--- config.mk ---
export PLATFORM = sky130hd
export DESIGN_NAME = memory_cycle
export DESIGN_NICKNAME = d
export VERILOG_FILES = /design/src/rtl/processor_pkg.sv /design/src/rtl/mem_timeout_counter.sv /design/src/rtl/memory_cycle.sv
export SDC_FILE = /design/constraint.sdc
export NUM_CORES = 1
export LEC_CHECK = 0
export CAP_MARGIN = 30
export CORE_MARGIN = 2
export CORE_UTILIZATION = 39
export CTS_CLUSTER_SIZE = 24
export DETAILED_ROUTE_END_ITERATION = 8
export GPL_ROUTABILITY_DRIVEN = 0
export PLACE_DENSITY = 0.77
export RECOVER_POWER = 100
export SYNTH_ARGS = -nofsm -noshare
export SYNTH_HDL_FRONTEND = slang
export SYNTH_SLANG_ARGS = --single-unit
--- constraint.sdc ---
create_clock -name clk -period 2.1 [get_ports clk]
set_input_delay 0.42 -clock clk [delete_from_list [all_inputs] [get_ports clk]]
set_output_delay 0.42 -clock clk [all_outputs]
set_load 0.02 [all_outputs]
--- src/rtl/processor_pkg.sv ---
// Shared types and default widths for the memory stage of the processor pipeline.
package processor_pkg;

  localparam int unsigned DefaultDataW   = 16;
  localparam int unsigned DefaultRdW     = 4;
  localparam int unsigned DefaultTimeout = 15;

  typedef enum logic {
    StIdle,
    StWait
  } mem_state_e;

endpackage

--- src/rtl/mem_timeout_counter.sv ---
// Counts WAIT cycles of an outstanding memory access; expired flags the final allowed cycle.
module mem_timeout_counter
  import processor_pkg::*;
#(
  parameter int unsigned TIMEOUT = DefaultTimeout
) (
  input  logic clk,
  input  logic rst,
  input  logic clear,
  input  logic enable,
  output logic expired
);

  localparam int unsigned CntW = (TIMEOUT > 0) ? $clog2(TIMEOUT + 1) : 1;

  logic [CntW-1:0] count_q, count_d;

  // count_q holds the number of WAIT cycles already completed, so the current
  // cycle is number count_q + 1.
  assign expired = (32'(count_q) + 32'd1) >= TIMEOUT;

  always_comb begin
    count_d = count_q;
    if (clear) begin
      count_d = '0;
    end else if (enable && !expired) begin
      count_d = count_q + CntW'(1);
    end
  end

  always_ff @(posedge clk or negedge rst) begin
    if (!rst) begin
      count_q <= '0;
    end else begin
      count_q <= count_d;
    end
  end

endmodule

--- src/rtl/memory_cycle.sv ---
// Memory stage: retires ALU results directly, issues loads/stores and waits for ack or timeout.
module memory_cycle
  import processor_pkg::*;
#(
  parameter int unsigned DATA_W  = DefaultDataW,
  parameter int unsigned RD_W    = DefaultRdW,
  parameter int unsigned TIMEOUT = DefaultTimeout
) (
  input  logic              clk,
  input  logic              rst,
  input  logic              in_valid,
  input  logic [DATA_W-1:0] aluout,
  input  logic [DATA_W-1:0] bout,
  input  logic [RD_W-1:0]   rdout,
  input  logic              memread,
  input  logic              memwrite,
  input  logic              regwrite,
  output logic              stall,
  output logic              mem_req,
  output logic              mem_we,
  output logic [DATA_W-1:0] mem_addr,
  output logic [DATA_W-1:0] mem_wdata,
  input  logic [DATA_W-1:0] mem_rdata,
  input  logic              mem_ack,
  output logic              wb_valid,
  output logic              wb_regwrite,
  output logic [DATA_W-1:0] wb_data,
  output logic [RD_W-1:0]   wb_rd,
  output logic              fwd_en,
  output logic [DATA_W-1:0] fwd_data,
  output logic [RD_W-1:0]   fwd_rd,
  output logic              err
);

  mem_state_e state_q, state_d;

  logic              req_q, req_d;
  logic              we_q, we_d;
  logic [DATA_W-1:0] addr_q, addr_d;
  logic [DATA_W-1:0] wdata_q, wdata_d;
  logic [RD_W-1:0]   rd_q, rd_d;
  logic              rw_q, rw_d;

  logic              wb_valid_q, wb_valid_d;
  logic              wb_rw_q, wb_rw_d;
  logic [DATA_W-1:0] wb_data_q, wb_data_d;
  logic [RD_W-1:0]   wb_rd_q, wb_rd_d;
  logic              err_q, err_d;

  logic              in_wait;
  logic              expired;

  assign in_wait = (state_q == StWait);

  mem_timeout_counter #(
    .TIMEOUT (TIMEOUT)
  ) u_timeout (
    .clk     (clk),
    .rst     (rst),
    .clear   (!in_wait),
    .enable  (in_wait),
    .expired (expired)
  );

  always_comb begin
    state_d    = state_q;
    req_d      = req_q;
    we_d       = we_q;
    addr_d     = addr_q;
    wdata_d    = wdata_q;
    rd_d       = rd_q;
    rw_d       = rw_q;
    wb_valid_d = 1'b0;
    wb_rw_d    = wb_rw_q;
    wb_data_d  = wb_data_q;
    wb_rd_d    = wb_rd_q;
    err_d      = 1'b0;

    unique case (state_q)
      StIdle: begin
        if (in_valid) begin
          if (!memread && !memwrite) begin
            wb_valid_d = 1'b1;
            wb_rw_d    = regwrite;
            wb_data_d  = aluout;
            wb_rd_d    = rdout;
          end else if ((memread ^ memwrite) && !aluout[0]) begin
            state_d = StWait;
            req_d   = 1'b1;
            we_d    = memwrite;
            addr_d  = aluout;
            wdata_d = bout;
            rd_d    = rdout;
            rw_d    = regwrite;
          end else begin
            // Misaligned or contradictory controls: retire as a faulted no-op.
            wb_valid_d = 1'b1;
            wb_rw_d    = 1'b0;
            wb_data_d  = aluout;
            wb_rd_d    = rdout;
            err_d      = 1'b1;
          end
        end
      end
      StWait: begin
        // Ack is checked before expiry so a last-cycle ack still completes cleanly.
        if (mem_ack) begin
          state_d    = StIdle;
          req_d      = 1'b0;
          wb_valid_d = 1'b1;
          wb_rd_d    = rd_q;
          if (we_q) begin
            wb_data_d = addr_q;
            wb_rw_d   = 1'b0;
          end else begin
            wb_data_d = mem_rdata;
            wb_rw_d   = rw_q;
          end
        end else if (expired) begin
          state_d    = StIdle;
          req_d      = 1'b0;
          wb_valid_d = 1'b1;
          wb_rw_d    = 1'b0;
          wb_data_d  = addr_q;
          wb_rd_d    = rd_q;
          err_d      = 1'b1;
        end
      end
    endcase
  end

  always_ff @(posedge clk or negedge rst) begin
    if (!rst) begin
      state_q    <= StIdle;
      req_q      <= 1'b0;
      we_q       <= 1'b0;
      addr_q     <= '0;
      wdata_q    <= '0;
      rd_q       <= '0;
      rw_q       <= 1'b0;
      wb_valid_q <= 1'b0;
      wb_rw_q    <= 1'b0;
      wb_data_q  <= '0;
      wb_rd_q    <= '0;
      err_q      <= 1'b0;
    end else begin
      state_q    <= state_d;
      req_q      <= req_d;
      we_q       <= we_d;
      addr_q     <= addr_d;
      wdata_q    <= wdata_d;
      rd_q       <= rd_d;
      rw_q       <= rw_d;
      wb_valid_q <= wb_valid_d;
      wb_rw_q    <= wb_rw_d;
      wb_data_q  <= wb_data_d;
      wb_rd_q    <= wb_rd_d;
      err_q      <= err_d;
    end
  end

  assign stall       = in_wait;
  assign mem_req     = req_q;
  assign mem_we      = we_q;
  assign mem_addr    = addr_q;
  assign mem_wdata   = wdata_q;
  assign wb_valid    = wb_valid_q;
  assign wb_regwrite = wb_rw_q;
  assign wb_data     = wb_data_q;
  assign wb_rd       = wb_rd_q;
  assign err         = err_q;

  assign fwd_en   = wb_valid_q & wb_rw_q & (wb_rd_q != '0);
  assign fwd_data = wb_data_q;
  assign fwd_rd   = wb_rd_q;

endmodule

==> impl_metrics.tcl, run 1 <==
set metrics [dict create \
    port_buffers 137 \
    num_rows 33 \
    synth_cell_type_count 30 \
    rr_worst_depth 8 \
    wire_per_inst_um 15.0 \
    maxSlewViolCount 68 \
    n_antenna_cell 0 \
    period_share 0.959 \
    route.detailed.drc 0 \
    dieWidth_um 95.6 \
    cts_root_buf "clkbuf_8" \
    first_global_vias 2417 \
    synth_xor_area_frac 0.00268 \
    tightest_slew_ps 1630 \
    dp_hpwl_um 5580 \
    die_h_um 95.6 \
    drt_iter0_drc 53 \
    antenna_found_initial 0 \
    final_cell_mix "dlygate4sd3_1, dfrtp_1, clkdlybuf4s50_1" \
    synthDominantCellAreaShare 0.512 \
    setup_viol 0 \
    postPlaceCellArea_sq_mm 0.00472 \
    die_area_sq_mm 0.00914 \
    regToRegEndpoint "fwd_rd[2]" \
    fill_cells 667 \
    slew_headroom -0.0842 \
    io_pins 138 \
    fin_crit_ps 2010 \
    cts_buffer_depth 2 \
    grt_usage 0.170 \
    syn_nets 320 \
    p_leak_nw 2.24 \
    yosysWarnings 0 \
    outcome "finished with violations" \
    min-delay-path-class "register to register" \
    worstPathArrival_ps 2230 \
    layout.cells.most_common "dlygate4sd3_1" \
    finalNetCount 450 \
    drv_cap 1 \
    drive_gt1_frac 0.229 \
    yosysTopAreaCell "dfrtp_1" \
    holdPathEnd "rd_q[0]" \
    areaGrowthSynthToFinish_pct 51.6 \
    fin_area_sq_mm 0.00496 \
    start_util 0.400 \
    min_from "rd_q[0]" \
    synthMuxAreaShare 0.281 \
    worstHoldPathCells 1 \
    fin_skew_ps 12.7 \
    clk-insertion-delay-late_ps 340 \
    synthSimpleGateAreaFrac 0.0638 \
    vias 2370 \
    rsz0062_at_grt "no" \
    crit_type "input port to register" \
    cts_sinks 67 \
    fmax_mhz 496 \
    ys_ff_latch 67 \
    p_per_area_mw_per_mm2 1050 \
    synthAdderAreaFrac 0.0115 \
    crit_required_ps 2310 \
    globalRouteOverflowTotal 0 \
    path_max_fanout 5 \
    ir_drop_uv 469 \
    grt_pass1_wl_um 11800 \
    coreArea_sq_mm 0.00818 \
    syn_inst 258 \
    r2r_start "u_timeout.count_q[0]" \
    syn_area_per_cell_sq_um 12.7 \
    routed_via_density 4.76 \
    fin_util 0.607 \
    cts_setup_buffers 0 \
    crit_path_start_kind "input port" \
    drt_pass1_iterations 4 \
    cts.reportedPaths.clkPinSlew_ps 70 \
    critical_path.endpoint_type "register" \
    yosysSeqAreaShare 0.512 \
    grt_max_degree 68 \
    netlist_area_sq_mm 0.00327 \
    synth_compound_area_frac 0.0581 \
    h-tree-depth 3 \
    cts_buffers 9 \
    synth_top_family_by_area "multiplexers" \
    violations "max-capacitance violations, max-slew violations" \
    synthTopCellsByArea "dfrtp_1, mux2_2, mux2_4, mux2i_1, buf_4" \
    reg2reg_slack_ps 130 \
    antenna_left 0 \
    final_hold_viol_count 0 \
    cts_tree "built" \
    finalWirelength_um 7480 \
    fin_setup_tns_ps 0 \
]
==> final cells by class <==
class                           count  area (sq um)  area share
Sequential cell                    67          1680       0.338
Timing Repair Buffer              152          1490       0.301
Multi-Input combinational cell    155          1360       0.275
Clock inverter                      7           164      0.0330
Tap cell                          105           131      0.0265
Clock buffer                        9           124      0.0250
Inverter                            3          11.3     0.00227
==> Yosys cell counts <==
master     number
a21oi_1        20
a21oi_2         1
a2bb2oi_4       1
a31o_1          1
and2_1          2
buf_2           6
buf_4          20
buf_6           2
clkbuf_1        5
dfrtp_1        67
ha_1            3
inv_1           3
mux2_2         42
mux2_4         19
mux2i_1        16
nand2_1        11
nand2b_1        6
nand3_1         1
nand3b_1        1
nand4bb_1       1
nor2_1         20
nor2b_1         2
nor4_1          1
o211a_1         1
o21a_1          1
o21ai_0         1
o22ai_1         1
o311a_1         1
o31ai_1         1
xnor2_1         1
==> layer usage <==
layer	GRT usage	share of wire
met2	0.274	0.49
met1	0.219	0.44
met4	0.0655	0.016
met3	0.0435	0.060
met5	0	0
==> sequential cells by signal (all words and copies together) (netlist names) <==
register           count
rw_q                   1
mem_wdata             16
err                    1
mem_req                1
mem_we                 1
fwd_rd                 4
wb_regwrite            1
stall                  1
wb_valid               1
u_timeout.count_q      4
fwd_data              16
rd_q                   4
mem_addr              16
==> stage by stage <==
stage / setup slack [ps] / instances / power, mW / hold WS (ps)
floorplan: 167 / 258 / 2.97 / 124
global placement: -229 / 482 / 3.85 / 468
detailed placement: -257 / 482 / 3.90 / 465
CTS: 27.1 / 498 / 5.44 / 101
global route: 18.8 / 498 / 5.46 / 524
finish: 85.6 / 498 / 5.21 / 500
==> cells by family after synthesis <==
group | after synthesis
compound gates | 29
mux | 77
xor+xnor | 1
fa+ha+maj | 3
flops | 67
simple gates | 45
buf+inv | 36
==> worst max-delay path, stage by stage <==
cell and delay (ps):
clkdlybuf4s50_1 460, inv_1 60, ha_1 260, nor2b_1 160, nand2b_1 70, a21oi_1 240, a21oi_4 60, buf_4 170
mux2_1 320
==> where the power goes <==
part | switching, mW | internal (mW)
registers | 0.203 | 1.59
clock network | 0.501 | 1.03
logic | 0.907 | 0.976
==> how the worst max path moves through the flow <==
stage | to | startpoint | slack (ps)
after global placement | fwd_data[5] | memwrite | -230
final | fwd_rd[2] | memwrite | 90
after floorplan | fwd_data[0] | u_timeout.count_q[0] | 170
after global routing | fwd_rd[2] | memwrite | 20
after detailed placement | fwd_data[4] | memwrite | -260
after CTS | fwd_en | fwd_rd[1] | 30
==> what timing repair did <==
item                                    4_1_cts  5_1_grt
hold endpoints to repair                      0        0
gates resized for setup                       0        1
endpoints found under the setup margin        0        1
hold buffers                                  0        0
No activity file was read; power rests on OpenSTA's default activity.
==> run 2, diff against run 1 <==
--- a/config.mk
+++ b/config.mk
@@ -5,7 +5,7 @@
 export SDC_FILE = /design/constraint.sdc
 export NUM_CORES = 1
 export LEC_CHECK = 0
-export CAP_MARGIN = 30
+export CAP_MARGIN = 20
 export CORE_MARGIN = 2
 export CORE_UTILIZATION = 39
 export CTS_CLUSTER_SIZE = 24
==> results of run 2 <==
Same layout as run 1: the final DEF is identical, and so are final timing and power.
